## src/rtl/lsu_ctrl_if.sv

```systemverilog
// Data-memory request/acknowledge bus between lsu_ctrl (master) and data memory (slave).
interface lsu_ctrl_if;
  logic        DMEM_req;
  logic        DMEM_we;
  logic [31:0] DMEM_address;
  logic [31:0] DMEM_data_in;
  logic [3:0]  DMEM_byte_en;
  logic        DMEM_ack;
  logic [31:0] DMEM_data_out;

  modport master (
    output DMEM_req, DMEM_we, DMEM_address, DMEM_data_in, DMEM_byte_en,
    input  DMEM_ack, DMEM_data_out
  );

  modport slave (
    input  DMEM_req, DMEM_we, DMEM_address, DMEM_data_in, DMEM_byte_en,
    output DMEM_ack, DMEM_data_out
  );
endinterface

```

## src/rtl/lsu_ctrl.sv

```systemverilog
// Load/store unit controller: one memory op per start pulse, lane formatting and fault reporting.
// Optional bus timeout fault enabled by defining LSU_TIMEOUT_EN.
module lsu_ctrl #(
  parameter int unsigned TIMEOUT = 16,
  parameter int unsigned CNT_W   = 5
) (
  input  logic        SYS_clk,
  input  logic        SYS_reset,
  input  logic        LSU_start,
  input  logic        LSU_write,
  input  logic [1:0]  LSU_size,
  input  logic        LSU_unsigned,
  input  logic [31:0] LSU_address,
  input  logic [31:0] LSU_wdata,
  output logic [31:0] LSU_rdata,
  output logic        LSU_busy,
  output logic        LSU_done,
  output logic        LSU_exception,
  output logic [1:0]  LSU_exc_code,
  output logic [31:0] LSU_bad_addr,
  lsu_ctrl_if.master  dmem
);

  typedef enum logic [1:0] {IDLE, REQ, DONE, ERR} state_e;

  state_e      state_q, state_d;
  logic        req_q, req_d;
  logic        we_q, we_d;
  logic [31:0] addr_q, addr_d;
  logic [31:0] wd_q, wd_d;
  logic [3:0]  be_q, be_d;
  logic [1:0]  size_q, size_d;
  logic        uns_q, uns_d;
  logic [31:0] rdata_q, rdata_d;
  logic        done_q, done_d;
  logic        exc_q, exc_d;
  logic [1:0]  code_q, code_d;
  logic [31:0] bad_q, bad_d;
`ifdef LSU_TIMEOUT_EN
  logic [CNT_W-1:0] cnt_q, cnt_d;
`endif

  logic [3:0]  start_be;
  logic [31:0] start_wd;
  logic        start_misaligned;
  logic [31:0] lane;
  logic [31:0] load_fmt;

  if (TIMEOUT < 1 || TIMEOUT > (1 << CNT_W)) begin : g_cfg_check
    $error("lsu_ctrl: CNT_W cannot hold TIMEOUT-1");
  end

  always_comb begin
    start_be = 4'b1111;
    start_wd = LSU_wdata;
    case (LSU_size)
      2'b00: begin
        start_be = 4'b0001 << LSU_address[1:0];
        start_wd = {4{LSU_wdata[7:0]}};
      end
      2'b01: begin
        start_be = 4'b0011 << LSU_address[1:0];
        start_wd = {2{LSU_wdata[15:0]}};
      end
      default: ;
    endcase
    start_misaligned = (LSU_size == 2'b01 && LSU_address[0]) ||
                       (LSU_size == 2'b10 && LSU_address[1:0] != 2'b00);
  end

  // Shift the addressed lane down to bit 0, then extend by access size.
  always_comb begin
    lane     = dmem.DMEM_data_out >> {addr_q[1:0], 3'b000};
    load_fmt = lane;
    case (size_q)
      2'b00:   load_fmt = uns_q ? {24'h0, lane[7:0]}  : {{24{lane[7]}},  lane[7:0]};
      2'b01:   load_fmt = uns_q ? {16'h0, lane[15:0]} : {{16{lane[15]}}, lane[15:0]};
      default: ;
    endcase
  end

  always_comb begin
    state_d = state_q;
    req_d   = req_q;
    we_d    = we_q;
    addr_d  = addr_q;
    wd_d    = wd_q;
    be_d    = be_q;
    size_d  = size_q;
    uns_d   = uns_q;
    rdata_d = rdata_q;
    done_d  = 1'b0;
    exc_d   = 1'b0;
    code_d  = code_q;
    bad_d   = bad_q;
`ifdef LSU_TIMEOUT_EN
    cnt_d   = cnt_q;
`endif
    case (state_q)
      IDLE: begin
        if (LSU_start) begin
          we_d   = LSU_write;
          addr_d = LSU_address;
          wd_d   = start_wd;
          be_d   = start_be;
          size_d = LSU_size;
          uns_d  = LSU_unsigned;
          if (LSU_size == 2'b11 || start_misaligned) begin
            state_d = ERR;
            exc_d   = 1'b1;
            code_d  = (LSU_size == 2'b11) ? 2'b11 : 2'b01;
            bad_d   = LSU_address;
          end else begin
            state_d = REQ;
            req_d   = 1'b1;
`ifdef LSU_TIMEOUT_EN
            cnt_d   = '0;
`endif
          end
        end
      end
      REQ: begin
        if (dmem.DMEM_ack) begin
          state_d = DONE;
          req_d   = 1'b0;
          done_d  = 1'b1;
          if (!we_q) rdata_d = load_fmt;
        end
`ifdef LSU_TIMEOUT_EN
        else if (cnt_q == CNT_W'(TIMEOUT - 1)) begin
          state_d = ERR;
          req_d   = 1'b0;
          exc_d   = 1'b1;
          code_d  = 2'b10;
          bad_d   = addr_q;
        end else begin
          cnt_d = cnt_q + 1'b1;
        end
`endif
      end
      DONE:    state_d = IDLE;
      ERR:     state_d = IDLE;
      default: state_d = IDLE;
    endcase
  end

  always_ff @(posedge SYS_clk or negedge SYS_reset) begin
    if (!SYS_reset) begin
      state_q <= IDLE;
      req_q   <= 1'b0;
      we_q    <= 1'b0;
      addr_q  <= '0;
      wd_q    <= '0;
      be_q    <= '0;
      size_q  <= '0;
      uns_q   <= 1'b0;
      rdata_q <= '0;
      done_q  <= 1'b0;
      exc_q   <= 1'b0;
      code_q  <= '0;
      bad_q   <= '0;
`ifdef LSU_TIMEOUT_EN
      cnt_q   <= '0;
`endif
    end else begin
      state_q <= state_d;
      req_q   <= req_d;
      we_q    <= we_d;
      addr_q  <= addr_d;
      wd_q    <= wd_d;
      be_q    <= be_d;
      size_q  <= size_d;
      uns_q   <= uns_d;
      rdata_q <= rdata_d;
      done_q  <= done_d;
      exc_q   <= exc_d;
      code_q  <= code_d;
      bad_q   <= bad_d;
`ifdef LSU_TIMEOUT_EN
      cnt_q   <= cnt_d;
`endif
    end
  end

  // Busy is gated by reset so the core sees no stall while the unit is held in reset.
  assign LSU_busy      = SYS_reset & ((state_q == IDLE && LSU_start) || state_q == REQ);
  assign LSU_rdata     = rdata_q;
  assign LSU_done      = done_q;
  assign LSU_exception = exc_q;
  assign LSU_exc_code  = code_q;
  assign LSU_bad_addr  = bad_q;

  assign dmem.DMEM_req      = req_q;
  assign dmem.DMEM_we       = we_q;
  assign dmem.DMEM_address  = {addr_q[31:2], 2'b00};
  assign dmem.DMEM_data_in  = wd_q;
  assign dmem.DMEM_byte_en  = be_q;

endmodule

```

## src/flat_wrapper.sv

```systemverilog
// flat-port wrapper written by rule: the top's interface ports become plain ports
module lsu_ctrl_flat 
#(
  parameter int unsigned TIMEOUT = 16,
  parameter int unsigned CNT_W   = 5
)
  (SYS_clk, SYS_reset, LSU_start, LSU_write, LSU_size, LSU_unsigned, LSU_address, LSU_wdata, LSU_rdata, LSU_busy, LSU_done, LSU_exception, LSU_exc_code, LSU_bad_addr, dmem_DMEM_req, dmem_DMEM_we, dmem_DMEM_address, dmem_DMEM_data_in, dmem_DMEM_byte_en, dmem_DMEM_ack, dmem_DMEM_data_out);
  lsu_ctrl_if dmem_i ();
  input  logic SYS_clk;
  input  logic SYS_reset;
  input  logic LSU_start;
  input  logic LSU_write;
  input  logic [1:0] LSU_size;
  input  logic LSU_unsigned;
  input  logic [31:0] LSU_address;
  input  logic [31:0] LSU_wdata;
  output logic [31:0] LSU_rdata;
  output logic LSU_busy;
  output logic LSU_done;
  output logic LSU_exception;
  output logic [1:0] LSU_exc_code;
  output logic [31:0] LSU_bad_addr;
  output wire logic [$bits(dmem_i.DMEM_req)-1:0] dmem_DMEM_req;
  output wire logic [$bits(dmem_i.DMEM_we)-1:0] dmem_DMEM_we;
  output wire logic [$bits(dmem_i.DMEM_address)-1:0] dmem_DMEM_address;
  output wire logic [$bits(dmem_i.DMEM_data_in)-1:0] dmem_DMEM_data_in;
  output wire logic [$bits(dmem_i.DMEM_byte_en)-1:0] dmem_DMEM_byte_en;
  input wire logic [$bits(dmem_i.DMEM_ack)-1:0] dmem_DMEM_ack;
  input wire logic [$bits(dmem_i.DMEM_data_out)-1:0] dmem_DMEM_data_out;
  assign dmem_DMEM_req = dmem_i.DMEM_req;
  assign dmem_DMEM_we = dmem_i.DMEM_we;
  assign dmem_DMEM_address = dmem_i.DMEM_address;
  assign dmem_DMEM_data_in = dmem_i.DMEM_data_in;
  assign dmem_DMEM_byte_en = dmem_i.DMEM_byte_en;
  assign dmem_i.DMEM_ack = dmem_DMEM_ack;
  assign dmem_i.DMEM_data_out = dmem_DMEM_data_out;
  lsu_ctrl #(.TIMEOUT(TIMEOUT), .CNT_W(CNT_W)) u_core (.SYS_clk(SYS_clk), .SYS_reset(SYS_reset), .LSU_start(LSU_start), .LSU_write(LSU_write), .LSU_size(LSU_size), .LSU_unsigned(LSU_unsigned), .LSU_address(LSU_address), .LSU_wdata(LSU_wdata), .LSU_rdata(LSU_rdata), .LSU_busy(LSU_busy), .LSU_done(LSU_done), .LSU_exception(LSU_exception), .LSU_exc_code(LSU_exc_code), .LSU_bad_addr(LSU_bad_addr), .dmem(dmem_i));
endmodule
```

## config.mk

```make
export PLATFORM = sky130hd
export DESIGN_NAME = lsu_ctrl_flat
export DESIGN_NICKNAME = d
export VERILOG_FILES = /design/src/rtl/lsu_ctrl_if.sv /design/src/rtl/lsu_ctrl.sv /design/src/flat_wrapper.sv
export SDC_FILE = /design/constraint.sdc
export NUM_CORES = 1
export LEC_CHECK = 0
export CAP_MARGIN = 20
export CORE_MARGIN = 2
export CORE_UTILIZATION = 45
export DETAILED_ROUTE_END_ITERATION = 10
export PLACE_DENSITY = 0.81
export SYNTH_ARGS = -nofsm -noshare
export SYNTH_HDL_FRONTEND = slang
export SYNTH_SLANG_ARGS = --single-unit
```

## constraint.sdc

```tcl
create_clock -name SYS_clk -period 2 [get_ports SYS_clk]
set_clock_uncertainty 0.05 [all_clocks]
set_input_delay 0.4 -clock SYS_clk [delete_from_list [all_inputs] [get_ports SYS_clk]]
set_output_delay 0.4 -clock SYS_clk [all_outputs]
set_load 0.005 [all_outputs]
```

Word level (Yosys, flattened, before mapping):

Index checks and enable logic that the tools add are counted.

* register bits after elaboration: 143
* input port bits: 104
* output and inout bits: 139
* word-level logic and storage cells: 64

* equality and inequality tests: 10
* shift operators: 3
* multiplexer cells: 19
* bitwise operators: 2
* reductions and logical operators: 17

Operator list (count)
* $pmux 32 s2: 2
* $mux 32: 2
* $shr 32x5->32: 1
* $eq 2x2->1 const B: 4
* $mux 1: 8
* $mux 2: 4
* $pmux 4 s2: 1
* $eq 2x1->1 const B: 3
* $logic_not 2->1: 3
* $ne 2x2->1 const B: 3
* $pmux 2 s3: 1
* $reduce_and 3->1: 2
* $reduce_and 2->1: 2
* $reduce_and 4->1: 1
* $reduce_bool 2->1: 2
* $shl 1x2->4 const A: 1
* $shl 2x2->4 const A: 1
* $logic_and 1x1->1: 3
* $logic_or 1x1->1: 3
* $pmux 1 s2: 1
* $reduce_or 2->1: 1
* $and 1x1->1: 1
* $not 1->1: 1

Depth between registers and ports, before layout:

* depth in word-level cells: 7
* depth in mapped cells: 7
* gate-level depth less buffers: 4

Least setup slack after synthesis:

No wires, ideal clock.

* path type: input port to flip-flop
* start point: in LSU_size[0]
* end point: reg u_core.bad_q[10], in the netlist u_core.LSU_bad_addr[10]
* setup time: 125 ps
* arrival: 1508 ps
* required time: 1825 ps
* path slack: 317 ps
* stages: 5
* buffers on the path: 3
* path through: buf_2 o311a_1 buf_4 buf_6 mux2_4

* longest elaborated chain between the ends: 5
* elaborated cells between the ends (all ways): 8
* classes of those cells: 3 x eq/ne; 5 x reduce/logical

Ends and longest elaborated chain
* start, declared: line flat_wrapper.sv:13 `input logic [1:0] LSU_size;`
* $eq 2x1->1 / $eq 2x2->1 (equally long branches): line lsu_ctrl.sv:67, lsu_ctrl.sv:68
* $logic_and 1x1->1 (on tied branches): line lsu_ctrl.sv:67, lsu_ctrl.sv:68
* $logic_or 1x1->1: line lsu_ctrl.sv:67 `start_misaligned = (LSU_size == 2'b01 && LSU_address[0]) ||`
* $logic_or 1x1->1 *: line lsu_ctrl.sv:108 `if (LSU_size == 2'b11 || start_misaligned) begin`
* $reduce_and 3->1 (no source line) *
* end signal, assigned: line lsu_ctrl.sv:161 `bad_q <= '0;`
* end signal, assigned: line lsu_ctrl.sv:178 `bad_q <= bad_d;`
* end, declared: line lsu_ctrl.sv:38 `logic [31:0] bad_q, bad_d;`

Every way passes the cells marked *; elsewhere a longest branch is shown, timed or not.
A chain may end at the register's enable or synchronous reset.

Worst setup path in the final report:

* start point: reg u_core.state_q[0]
* end point: out LSU_busy

* longest elaborated chain between the ends: 4
* elaborated cells between the ends (all ways): 5
* classes of those cells: 1 x eq/ne; 1 x bitwise; 3 x reduce/logical

Ends and longest elaborated chain
* start, declared: line lsu_ctrl.sv:26 `state_e state_q, state_d;`
* start signal, assigned: line lsu_ctrl.sv:166 `state_q <= state_d;`
* $logic_not 2->1: line lsu_ctrl.sv:186 `assign LSU_busy = SYS_reset & ((state_q == IDLE && LSU_start) || state_q == REQ);`
* $logic_and 1x1->1: line lsu_ctrl.sv:186
* $logic_or 1x1->1 *: line lsu_ctrl.sv:186
* $and 1x1->1 *: line lsu_ctrl.sv:186
* end, declared: line flat_wrapper.sv:18 `output logic LSU_busy;`

Marks and branches as above.

==> impl_metrics.toml <==
[run_status]
status = "finished clean"

[die]
die_h_um = 125
core-area_um2 = 14400
rows = 44
die_area_um2 = 15700
initial_core_util_pct = 45.8
ios = 243
die_w_um = 125

[detailed_routing]
drc = 0
drtPass1Iterations = 4
wl_per_cell_um = 17.5
via_per_inst = 5.05
drt_wl_total_mm = 18.5
via_count = 5342
drtIter0Drc = 362
ant_nets = 0

[layout]
nNetsFinal = 964
drive_above_1_share_pct = 14.2
area_growth_pct = 47.4
diodes = 0
nFillCells = 1095

[power_and_ir_drop]
switching_power_w = 0.00493
finalPower_w = 0.0152
power.density_nw_per_um2 = 1560
p_int_w = 0.0103
power_switching_share_pct = 32.4
p_comb_share_pct = 45.2
leakage_nw = 4.31
seqPwrFrac_pct = 34.3
p_clk_share_pct = 20.5
irDropWorstVdd_v = 0.000866

[global_routing]
grt_overflow = 0
grt_pass1_vias = 5391
antenna_found_initial = 0
gr-usage-all-layers_pct = 23.8
grt_pass1_wl_mm = 29.2
grt_max_degree = 144

[synth]
synth_top_family_by_area = "multiplexers"
synthDistinctLibCells = 43
synthMuxAreaShare_pct = 14.2
async_flop_share_pct = 100
yosys-top-cells-area = "dfrtp_1, nand2_1, mux2i_1"
synthSimpleGateAreaFrac_pct = 13.7
ys.flop_type = "dfrtp_1"
syn_area_per_cell_um2 = 10.5
ys_ff_latch = 143
synth_cells = 631
ys_seq_area_share_pct = 54.2
synth_area_um2 = 6610
synth.most_common_cell = "nand2_1"
synth-edff-count = 0
netlist_top_cells_count = "nand2_1, dfrtp_1, nor2_1"
yosys_warnings = 0
synth_compound_area_share_pct = 11.1
synth_xor_area_share_pct = 0
synth_top_area_share_pct = 54.2
synth-adder-area-share_pct = 0
yosysTopAreaCell = "dfrtp_1"

[clock_network]
cts_buffers = 17
clock_latency_ns = 0.42
htreeDepth = 4
clockRootBuffer = "clkbuf_16"
cts_max_path_buffers = 2
cts_tree = "done"
cts_sinks = 143
cts_hold_buf = 0
cts.clk_slew.worst_paths_ns = 0.06

[sta]
hold_viol_final = 0
setup_viol = 0
fin_crit_ns = 1.90
slew-limit-headroom_pct = 47.5
tightest_slew_ns = 0.787
rsz0062_at_grt = "false"
drv_slew = 0
layout_setup_ws_ns = 0.100
fin_crit_sh_pct = 95.0
tns_ns = 0
fmax_ghz = 0.526

[worst_setup_path]
crit_fanout = 6
crit_arrival_ns = 1.45
worstSetupPathType = "flip-flop to output port"
crit_required_ns = 1.55
worstSetupStartpointType = "flip-flop"
end_kind = "output port"

[place]
port_buffers = 240
dpl_worst_slack_ns = -0.160
place.gp.congestion = 0.840
hpwl_mm = 13.4

[min_path]
hold_class = "input port to async pin"

[flow_run]
max_cap_violations = 0
[worst paths after layout]
| kind | slack, ns | from | depth (start not counted) | to |
|---|---|---|---|---|
| worst max-delay path | 0.10 | u_core.state_q[0] | 3 | LSU_busy |
| worst min-delay path | 0.04 | SYS_reset | 2 | u_core.LSU_rdata[1] |
| worst max register to register | 0.25 | u_core.state_q[1] | 5 | u_core.LSU_bad_addr[2] |
| worst min register to register | 0.42 | u_core.LSU_exc_code[0] | 1 | u_core.LSU_exc_code[0] |
| max in group asynchronous | 1.25 | SYS_reset | 2 | u_core.state_q[1] |
| min in group SYS_clk | 0.42 | u_core.LSU_exc_code[0] | 1 | u_core.LSU_exc_code[0] |
[power by group through the flow]
| stage | clock [W] | combinational [W] | sequential [W] |
|---|---|---|---|
| 5_1_grt | 0.00332 | 0.00746 | 0.00539 |
| 3_3_place_gp | 0 | 0.00674 | 0.00520 |
| 2_1_floorplan | 0 | 0.00333 | 0.00514 |
| 3_5_place_dp | 0 | 0.00689 | 0.00522 |
| 6_report | 0.00312 | 0.00688 | 0.00522 |
| 4_1_cts | 0.00318 | 0.00691 | 0.00523 |
[flip-flops by register name, indices dropped and copies added, names as in the netlist]
name,cells
u_core.LSU_bad_addr,32
u_core.LSU_done,1
u_core.LSU_exc_code,2
u_core.LSU_exception,1
u_core.LSU_rdata,32
u_core.addr_q,32
u_core.dmem.DMEM_byte_en,4
u_core.dmem.DMEM_data_in,32
u_core.dmem.DMEM_req,1
u_core.dmem.DMEM_we,1
u_core.size_q,2
u_core.state_q,2
u_core.uns_q,1
[layout by cell type (no fill, tap or decap), drive strengths merged, types with 2 or more instances in the layout]
| master | count |
|---|---|
| clkdlybuf4s50 | 238 |
| nand2 | 151 |
| dfrtp | 143 |
| nor2 | 54 |
| a21oi | 52 |
| mux2i | 40 |
| buf | 40 |
| mux2 | 39 |
| o21ai | 22 |
| clkbuf | 20 |
| nor2b | 9 |
| o22a | 8 |
| a22o | 7 |
| a211oi | 7 |
| inv | 6 |
| clkinvlp | 5 |
| a31oi | 4 |
| clkinv | 4 |
| nand2b | 3 |
| or3 | 2 |
| conb | 2 |
| bufinv | 2 |
| o21bai | 2 |
| o2bb2ai | 2 |
[area by class of cell]
class | count | area, um^2 | share of cell area (%)
Clock buffer | 20 | 447 | 4.59
Clock inverter | 12 | 138 | 1.41
Inverter | 5 | 18.8 | 0.193
Multi-Input combinational cell | 414 | 2590 | 26.6
Sequential cell | 143 | 3580 | 36.8
Tap cell | 184 | 230 | 2.36
Timing Repair Buffer | 279 | 2730 | 28.1
[per-stage QoR]
stage                     hold slack, ns  cells  util [%]  area (um^2)
after global routing               0.133   1057      67.5         9740
after floorplan                   0.0544    632         -         6610
after global placement             0.400   1023      63.3         9140
final                             0.0400   1057      67.5         9740
after detailed placement           0.402   1023      63.3         9140
after CTS                          0.106   1055      67.4         9720
[repair_timing]
item | 4_1_cts | 5_1_grt
resized for setup | 2 | 1
endpoints found under the setup margin | 1 | 1
buffers inserted | 0 | 2
[worst max-delay path, stage by stage, from the launching register on]
cell and delay (ns):
dfrtp_1 0.47, o21bai_2 0.21, nor2_1 0.06, dlygate4sd2_1 0.28
[logic make-up (layout without fill, tap and decap cells)]
group / Yosys count / after routing
AOI/OAI and AO/OA: 109 / 109
buffers and inverters: 75 / 316
DFF: 143 / 143
muxes: 80 / 80
other: 1 / 2
and+or+nand+nor: 223 / 223
[per-layer routing]
metal | part of all wire [%] | up-vias | routed length, um | track usage, %
met2 | 48 | 218 | 8910 | 38.4
met1 | 42 | 2563 | 7750 | 30.3
li1 | - | 2542 | - | -
met3 | 8.1 | 19 | 1510 | 7.70
met4 | 1.7 | 0 | 315 | 8.37
met5 | 0 | - | 0 | 0
No activity file was read; power rests on OpenSTA's default activity.
